`config.mk`:
```
export PLATFORM = sky130hd
export DESIGN_NAME = twiddle_gen_flat
export DESIGN_NICKNAME = d
export VERILOG_FILES = /design/src/rtl/fft_pkg.sv /design/src/rtl/twiddle_gen_if.sv /design/src/rtl/twiddle_rom.sv /design/src/rtl/twiddle_gen.sv /design/src/flat_wrapper.sv
export SDC_FILE = /design/constraint.sdc
export NUM_CORES = 1
export LEC_CHECK = 0
export BUFFER_PORTS_ARGS = -buffer_cell sky130_fd_sc_hd__buf_2
export CORE_MARGIN = 3
export CORE_UTILIZATION = 40
export CTS_CLUSTER_SIZE = 28
export DETAILED_ROUTE_END_ITERATION = 8
export GPL_TIMING_DRIVEN = 0
export MAX_ROUTING_LAYER = met4
export SYNTH_ARGS = -nofsm -noshare
export SYNTH_HDL_FRONTEND = slang
export SYNTH_SLANG_ARGS = --single-unit
```
`constraint.sdc`:
```
create_clock -name clk -period 3.3 [get_ports clk]
set_input_delay 0.495 -clock clk [delete_from_list [all_inputs] [get_ports clk]]
set_output_delay 0.495 -clock clk [all_outputs]
set_load 0.01 [all_outputs]
```
`src/rtl/fft_pkg.sv`:
```
// Shared FFT constants, controller state type and the quarter-wave cosine
// table generator used by the twiddle ROM.
package fft_pkg;

    localparam int N_POINT = 16;
    localparam int LOG2N   = 4;
    localparam int TW_W    = 8;

    localparam int HALF    = N_POINT / 2;
    localparam int QUARTER = N_POINT / 4;
    localparam int Q_MAX   = 2 ** (TW_W - 1) - 1;
    localparam int QIW     = $clog2(QUARTER + 1);

    typedef enum logic [1:0] {
        IDLE = 2'd0,
        RUN  = 2'd1,
        DONE = 2'd2
    } state_e;

    // Q[i] = round(Q_MAX * cos(2*pi*i/N_POINT)) for i = 0..N_POINT/4.
    // Evaluated at elaboration with a 2^30 fixed-point Taylor series, so no
    // real-number support is needed from synthesis.
    function automatic logic signed [TW_W-1:0] q_val(input int i);
        longint pi_fx;
        longint x;
        longint x2;
        longint term;
        longint acc;
        longint q;
        pi_fx = 64'sd3373259426;                     // pi * 2^30
        x     = (pi_fx * longint'(2 * i)) / longint'(N_POINT);
        x2    = (x * x) >>> 30;
        term  = longint'(1) <<< 30;
        acc   = term;
        for (int n = 1; n <= 12; n++) begin
            term = -(((term * x2) >>> 30) / longint'((2 * n - 1) * (2 * n)));
            acc  = acc + term;
        end
        q = (longint'(Q_MAX) * acc + (longint'(1) <<< 29)) >>> 30;
        if (q < 0) q = 0;
        if (q > longint'(Q_MAX)) q = longint'(Q_MAX);
        return TW_W'(q);
    endfunction

endpackage

```
`src/rtl/twiddle_gen_if.sv`:
```
// Coefficient stream from the twiddle generator to the multiplier.
interface twiddle_gen_if;
    import fft_pkg::*;

    logic                    tw_valid;
    logic                    tw_ready;
    logic signed [TW_W-1:0]  tw_re;
    logic signed [TW_W-1:0]  tw_im;
    logic [LOG2N-1:0]        tw_stage;
    logic                    tw_last;

    modport master (output tw_valid, tw_re, tw_im, tw_stage, tw_last, input tw_ready);
    modport slave  (input tw_valid, tw_re, tw_im, tw_stage, tw_last, output tw_ready);
endinterface

```
`src/rtl/twiddle_rom.sv`:
```
// Combinational twiddle lookup: index k -> W^k using a quarter-wave cosine
// table and its symmetries (sin taken as a shifted cosine).
module twiddle_rom
    import fft_pkg::*;
(
    input  logic [LOG2N-2:0]        k_i,
    output logic signed [TW_W-1:0]  re_o,
    output logic signed [TW_W-1:0]  im_o
);

    logic signed [TW_W-1:0] q_tab [QUARTER+1];
    logic [LOG2N-1:0]       kx;

    for (genvar i = 0; i <= QUARTER; i++) begin : g_q
        assign q_tab[i] = q_val(i);
    end

    assign kx = {1'b0, k_i};

    // First quarter reads the table directly; second quarter mirrors it.
    // Negation is safe since every entry is at most Q_MAX.
    always_comb begin
        if (kx <= LOG2N'(QUARTER)) begin
            re_o = q_tab[QIW'(kx)];
            im_o = -q_tab[QIW'(LOG2N'(QUARTER) - kx)];
        end else begin
            re_o = -q_tab[QIW'(LOG2N'(HALF) - kx)];
            im_o = -q_tab[QIW'(kx - LOG2N'(QUARTER))];
        end
    end

endmodule

```
`src/rtl/twiddle_gen.sv`:
```
// Sequential twiddle-factor source for the radix-2 DIT FFT. Walks stage s and
// butterfly b, presents W^k with k = (b mod 2^s) << (LOG2N-1-s) on a
// valid/ready stream, and reports frame completion with a done pulse.
// Optional feature: define TWIDDLE_IFFT_EN to add the "inverse" input, which
// selects conjugate twiddles for the whole frame (sampled on start).
module twiddle_gen
    import fft_pkg::*;
(
    input  logic            clk,
    input  logic            rst_n,
    input  logic            start,
    input  logic            clear,
`ifdef TWIDDLE_IFFT_EN
    input  logic            inverse,
`endif
    output logic            busy,
    output logic            done,
    twiddle_gen_if.master   tw
);

    localparam logic [LOG2N-1:0] S_LAST = LOG2N'(LOG2N - 1);
    localparam logic [LOG2N-2:0] B_LAST = (LOG2N - 1)'(HALF - 1);

    state_e                  state_q, state_d;
    logic [LOG2N-1:0]        s_q, s_d;
    logic [LOG2N-2:0]        b_q, b_d;
    logic                    valid_q, valid_d;
    logic                    last_q, last_d;
    logic signed [TW_W-1:0]  re_q, re_d;
    logic signed [TW_W-1:0]  im_q, im_d;
    logic                    load;
    logic [LOG2N-2:0]        mask_d;
    logic [LOG2N-2:0]        k_d;
    logic signed [TW_W-1:0]  rom_re, rom_im;
`ifdef TWIDDLE_IFFT_EN
    logic                    inv_q, inv_d;
`endif

    // State, counters and registered stream outputs.
    always_ff @(posedge clk or negedge rst_n) begin
        if (!rst_n) begin
            state_q <= IDLE;
            s_q     <= '0;
            b_q     <= '0;
            valid_q <= 1'b0;
            last_q  <= 1'b0;
            re_q    <= '0;
            im_q    <= '0;
`ifdef TWIDDLE_IFFT_EN
            inv_q   <= 1'b0;
`endif
        end else begin
            // NOTE: non-blocking so every register samples pre-edge values.
            state_q <= state_d;
            s_q     <= s_d;
            b_q     <= b_d;
            valid_q <= valid_d;
            last_q  <= last_d;
            re_q    <= re_d;
            im_q    <= im_d;
`ifdef TWIDDLE_IFFT_EN
            inv_q   <= inv_d;
`endif
        end
    end

    // Next state and counters; load flags that a new coefficient is presented.
    always_comb begin
        // NOTE: defaults first so no path leaves a signal unassigned (no latches).
        state_d = state_q;
        s_d     = s_q;
        b_d     = b_q;
        load    = 1'b0;
`ifdef TWIDDLE_IFFT_EN
        inv_d   = inv_q;
`endif
        if (clear) begin
            state_d = IDLE;
            s_d     = '0;
            b_d     = '0;
        end else begin
            unique case (state_q)
                IDLE: if (start) begin
                    state_d = RUN;
                    s_d     = '0;
                    b_d     = '0;
                    load    = 1'b1;
`ifdef TWIDDLE_IFFT_EN
                    inv_d   = inverse;
`endif
                end
                RUN: if (valid_q && tw.tw_ready) begin
                    if (last_q) begin
                        state_d = DONE;
                    end else begin
                        load = 1'b1;
                        if (b_q == B_LAST) begin
                            b_d = '0;
                            s_d = s_q + 1'b1;
                        end else begin
                            b_d = b_q + 1'b1;
                        end
                    end
                end
                DONE: state_d = IDLE;
                default: state_d = IDLE;
            endcase
        end
    end

    // Twiddle index for the coefficient about to be presented.
    assign mask_d = ~({(LOG2N - 1){1'b1}} << s_d);
    assign k_d    = (b_d & mask_d) << (S_LAST - s_d);

    twiddle_rom u_rom (
        .k_i  (k_d),
        .re_o (rom_re),
        .im_o (rom_im)
    );

    // Output register update: load a new coefficient, hold while stalled,
    // drop valid at frame end or on abort.
    always_comb begin
        valid_d = valid_q;
        last_d  = last_q;
        re_d    = re_q;
        im_d    = im_q;
        if (clear || state_d != RUN) begin
            valid_d = 1'b0;
            last_d  = 1'b0;
        end else if (load) begin
            valid_d = 1'b1;
            last_d  = (s_d == S_LAST) && (b_d == B_LAST);
            re_d    = rom_re;
`ifdef TWIDDLE_IFFT_EN
            im_d    = inv_d ? -rom_im : rom_im;
`else
            im_d    = rom_im;
`endif
        end
    end

    assign tw.tw_valid = valid_q;
    assign tw.tw_re    = re_q;
    assign tw.tw_im    = im_q;
    assign tw.tw_stage = s_q;
    assign tw.tw_last  = last_q;
    assign busy        = (state_q == RUN);
    assign done        = (state_q == DONE);

endmodule

```
`src/flat_wrapper.sv`:
```
// flat-port wrapper written by rule: the top's interface ports become plain ports
module twiddle_gen_flat import fft_pkg::*;
  (clk, rst_n, start, clear, busy, done, tw_tw_valid, tw_tw_re, tw_tw_im, tw_tw_stage, tw_tw_last, tw_tw_ready);
  twiddle_gen_if tw_i ();
  input  logic clk;
  input  logic rst_n;
  input  logic start;
  input  logic clear;
  output logic busy;
  output logic done;
  output wire logic [$bits(tw_i.tw_valid)-1:0] tw_tw_valid;
  output wire logic [$bits(tw_i.tw_re)-1:0] tw_tw_re;
  output wire logic [$bits(tw_i.tw_im)-1:0] tw_tw_im;
  output wire logic [$bits(tw_i.tw_stage)-1:0] tw_tw_stage;
  output wire logic [$bits(tw_i.tw_last)-1:0] tw_tw_last;
  input wire logic [$bits(tw_i.tw_ready)-1:0] tw_tw_ready;
  assign tw_tw_valid = tw_i.tw_valid;
  assign tw_tw_re = tw_i.tw_re;
  assign tw_tw_im = tw_i.tw_im;
  assign tw_tw_stage = tw_i.tw_stage;
  assign tw_tw_last = tw_i.tw_last;
  assign tw_i.tw_ready = tw_tw_ready;
  twiddle_gen u_core (.clk(clk), .rst_n(rst_n), .start(start), .clear(clear), .busy(busy), .done(done), .tw(tw_i));
endmodule
```
==> impl_metrics.ini <==
[synthesis]
synth_cell_types = 55
synth_top_area_frac = 0.3994
postSynthCellCount = 174
ys_top_cells_by_area = dfrtp_1 (40%), ha_1 (6.7%), nand2_1 (3.1%)
syn_avg_cell_area_um2 = 9.722
synth-main-ff-cell = dfrtp_1
synth-seq-cells = 27
syn_area_um2 = 1692
async_flop_share = 1.000
yosysSeqAreaShare = 0.3994
yosys_warnings = 0
synth_edf_count = 0
syn-num-nets = 188
synth_top_area_cell = dfrtp_1

[routing]
routedWlPerCell_um = 15.16
viasPerCell = 5.604
post-route-drc-count = 0
vias = 1502
dr.pass1.iters = 4
ant_nets = 0
routed_wl_um = 4062
drt-initial-drc-count = 59

[floorplanning]
fp.dieArea_um2 = 5045
die_h_um = 71.03
coreArea_um2 = 4029
start_util = 0.4199
ioPinCount = 29
placementRows = 23
die_width_um = 71.03

[timing]
report.final.slew_viol_count = 0
setup_viol = 0
hold_violations = 0
slew_headroom = 0.4485
layout_min_cycle_time_ns = 3.276
finClkSkew_ns = 0.003199
worst_pin_slew_ns = 0.8064
rsz0062_at_grt = true
max_freq_mhz = 305.3
setup_tns_ns = 0
fin_crit_sh = 0.9926
hold_ws_ns = 0.2122

[placement]
place.gp.congestion = 0.9025
port_buffers = 28
hpwl_um = 2999

[clock_tree]
cts-root-buf = clkbuf_8
clock_sinks = 27
cts.clk_slew.worst_paths_ns = 0.09
cts_buffer_depth = 2
clk_latency_ns = 0.27
cts_tree = yes
htree_levels = 1
numCtsBuffers = 3

[status]
status = finished, final reports clean

[finish]
antenna_cells = 0
drive_above_1_share = 0.3807
syn2layout_area_growth_pct = 29.73
nets = 233

[setup_path]
critPathSlowestCell = dfrtp_1
cp_cell_sequence = buf_4, nand2b_4, inv_2, and4_1, mux2i_4, ha_4, inv_2, and3_4, inv_8, ha_4, inv_2, ha_4, or2_4, ha_4, xnor2_1, and3_1, a21oi_2, o31ai_1
required_ns = 3.46
crit_start = u_core.state_q[1]
worst_path_most_repeated_cell = ha_4
max_stage_delay_ns = 0.37
end_kind = register
arrival_ns = 3.44
crit_fanout = 10
cp-start-kind = register
timing.rr.start = u_core.state_q[1]
critical_path_class = reg2reg

[global_route]
grt_util_all_layers = 0.1761
grt_overflow = 0
grt_pass1_wl_um = 6955
grt_pass1_vias = 1498
grt_max_degree = 28
antenna_found_initial = 0

[power_and_ir_drop]
powerDensity_nw_per_um2 = 286.8
peakVddDrop_mv = 0.1951
p_leak_nw = 1.014

[hold_path]
hp-class = in2async

[run]
maxCapViolCount = 0
metrics by stage:
step                      instances  instance area (um^2)    util  power, mW  setup slack (ns)
final                           268                  2195  0.5447     0.6294           0.02437
after global routing            268                  2195  0.5447     0.6624           -0.1234
after CTS                       263                  2096  0.5202     0.6344          0.002138
after detailed placement        252                  1976  0.4904     0.4425           -0.4306
after global placement          252                  1976  0.4904     0.4415           -0.3734
after floorplan                 174                  1773       -     0.4072          -0.06088
cells in the mapped netlist, types with 4 or more instances:
| library cell | number |
|---|---|
| nand4_1 | 4 |
| a21oi_1 | 7 |
| o21ai_0 | 5 |
| dfrtp_1 | 27 |
| inv_1 | 9 |
| ha_1 | 9 |
| o31ai_1 | 7 |
| nand2_1 | 14 |
| nand2b_1 | 5 |
| nor2_1 | 12 |
| and3_1 | 6 |
critical path: cells and delay by family, from the launching register on:
family | cells | cell delay [ns]
buf+inv | 5 | 0.41
xor+xnor | 1 | 0.11
simple gates | 5 | 1.01
compound gates | 2 | 0.18
mux | 1 | 0.30
fa+ha+maj | 4 | 0.76
flops | 1 | 0.37
final timing paths:
check	cells after the start	end	slack, ns
worst min register to register	2	u_core.tw.tw_im[5]	0.49
worst max-delay path	18	u_core.tw.tw_re[2]	0.02
worst min-delay path	1	u_core.state_q[1]	0.21
min in group clk	2	u_core.tw.tw_im[5]	0.49
max in group asynchronous	1	u_core.state_q[0]	2.67
worst max register to register	18	u_core.tw.tw_re[2]	0.02
registers in the layout, summed over array words and instances, names as in the netlist:
| register | flops |
|---|---|
| u_core.tw.tw_im | 8 |
| u_core.tw.tw_re | 8 |
| u_core.tw.tw_stage | 4 |
| u_core.b_q | 3 |
| u_core.state_q | 2 |
| u_core.tw.tw_last | 1 |
| u_core.tw.tw_valid | 1 |
per-layer routing:
layer	vias to the layer above	track usage	wire length, um
li1	728	-	-
met1	730	0.2130	1841
met2	37	0.2956	1987
met3	7	0.02983	165
met4	0	0.06263	68
met5	-	-	0
kinds of logic after synthesis:
family	count (synthesis)	share of synthesized area
AO/OA/AOI/OAI	44	0.2056
XOR/XNOR	2	0.01036
adder cells (fa/ha/maj)	9	0.06657
buffers and inverters	19	0.04881
flip-flops	27	0.3994
multiplexers	7	0.04659
AND/OR/NAND/NOR	66	0.2226
power breakdown:
group / internal [mW] / leakage [nW] / switching [mW]
Clock: 0.0866 / 0.0228 / 0.103
Combinational: 0.0335 / 0.639 / 0.0487
Sequential: 0.346 / 0.352 / 0.0110
layout make-up:
cell class	instances	area (um^2)
repair buffers	42	245.2
fillers	378	1834
well taps	50	62.56
clock buffers	4	45.04
flip-flops and latches	27	676.9
inverters	13	56.30
multi-input cells	128	1090
plain buffers	4	18.77
layout by cell type (no fill, tap or decap), drive strengths merged, types with 2 or more instances in the layout:
| cell | synthesis | final |
|---|---|---|
| a2111oi | 2 | 2 |
| a21o | 2 | 2 |
| a21oi | 8 | 8 |
| a221o | 2 | 2 |
| a22oi | 2 | 2 |
| a31o | 2 | 2 |
| and3 | 7 | 7 |
| buf | 3 | 43 |
| clkbuf | 3 | 7 |
| dfrtp | 27 | 27 |
| ha | 9 | 9 |
| inv | 12 | 12 |
| mux2 | 4 | 4 |
| mux2i | 3 | 3 |
| nand2 | 14 | 14 |
| nand2b | 6 | 6 |
| nand3 | 2 | 2 |
| nand4 | 4 | 4 |
| nand4b | 2 | 2 |
| nor2 | 12 | 12 |
| nor3 | 3 | 3 |
| nor3b | 3 | 3 |
| nor4 | 2 | 2 |
| o21a | 3 | 3 |
| o21ai | 7 | 7 |
| o31ai | 8 | 8 |
| or2 | 2 | 2 |
| xnor2 | 2 | 2 |
repair_timing:
item,in CTS,in global routing
pin swaps,9,3
buffers inserted,8,6
setup endpoints to repair,10,4
endpoints found under the hold margin,0,0
hold buffers,0,0
resized for setup,4,16
(Power assumes the default switching activity.)
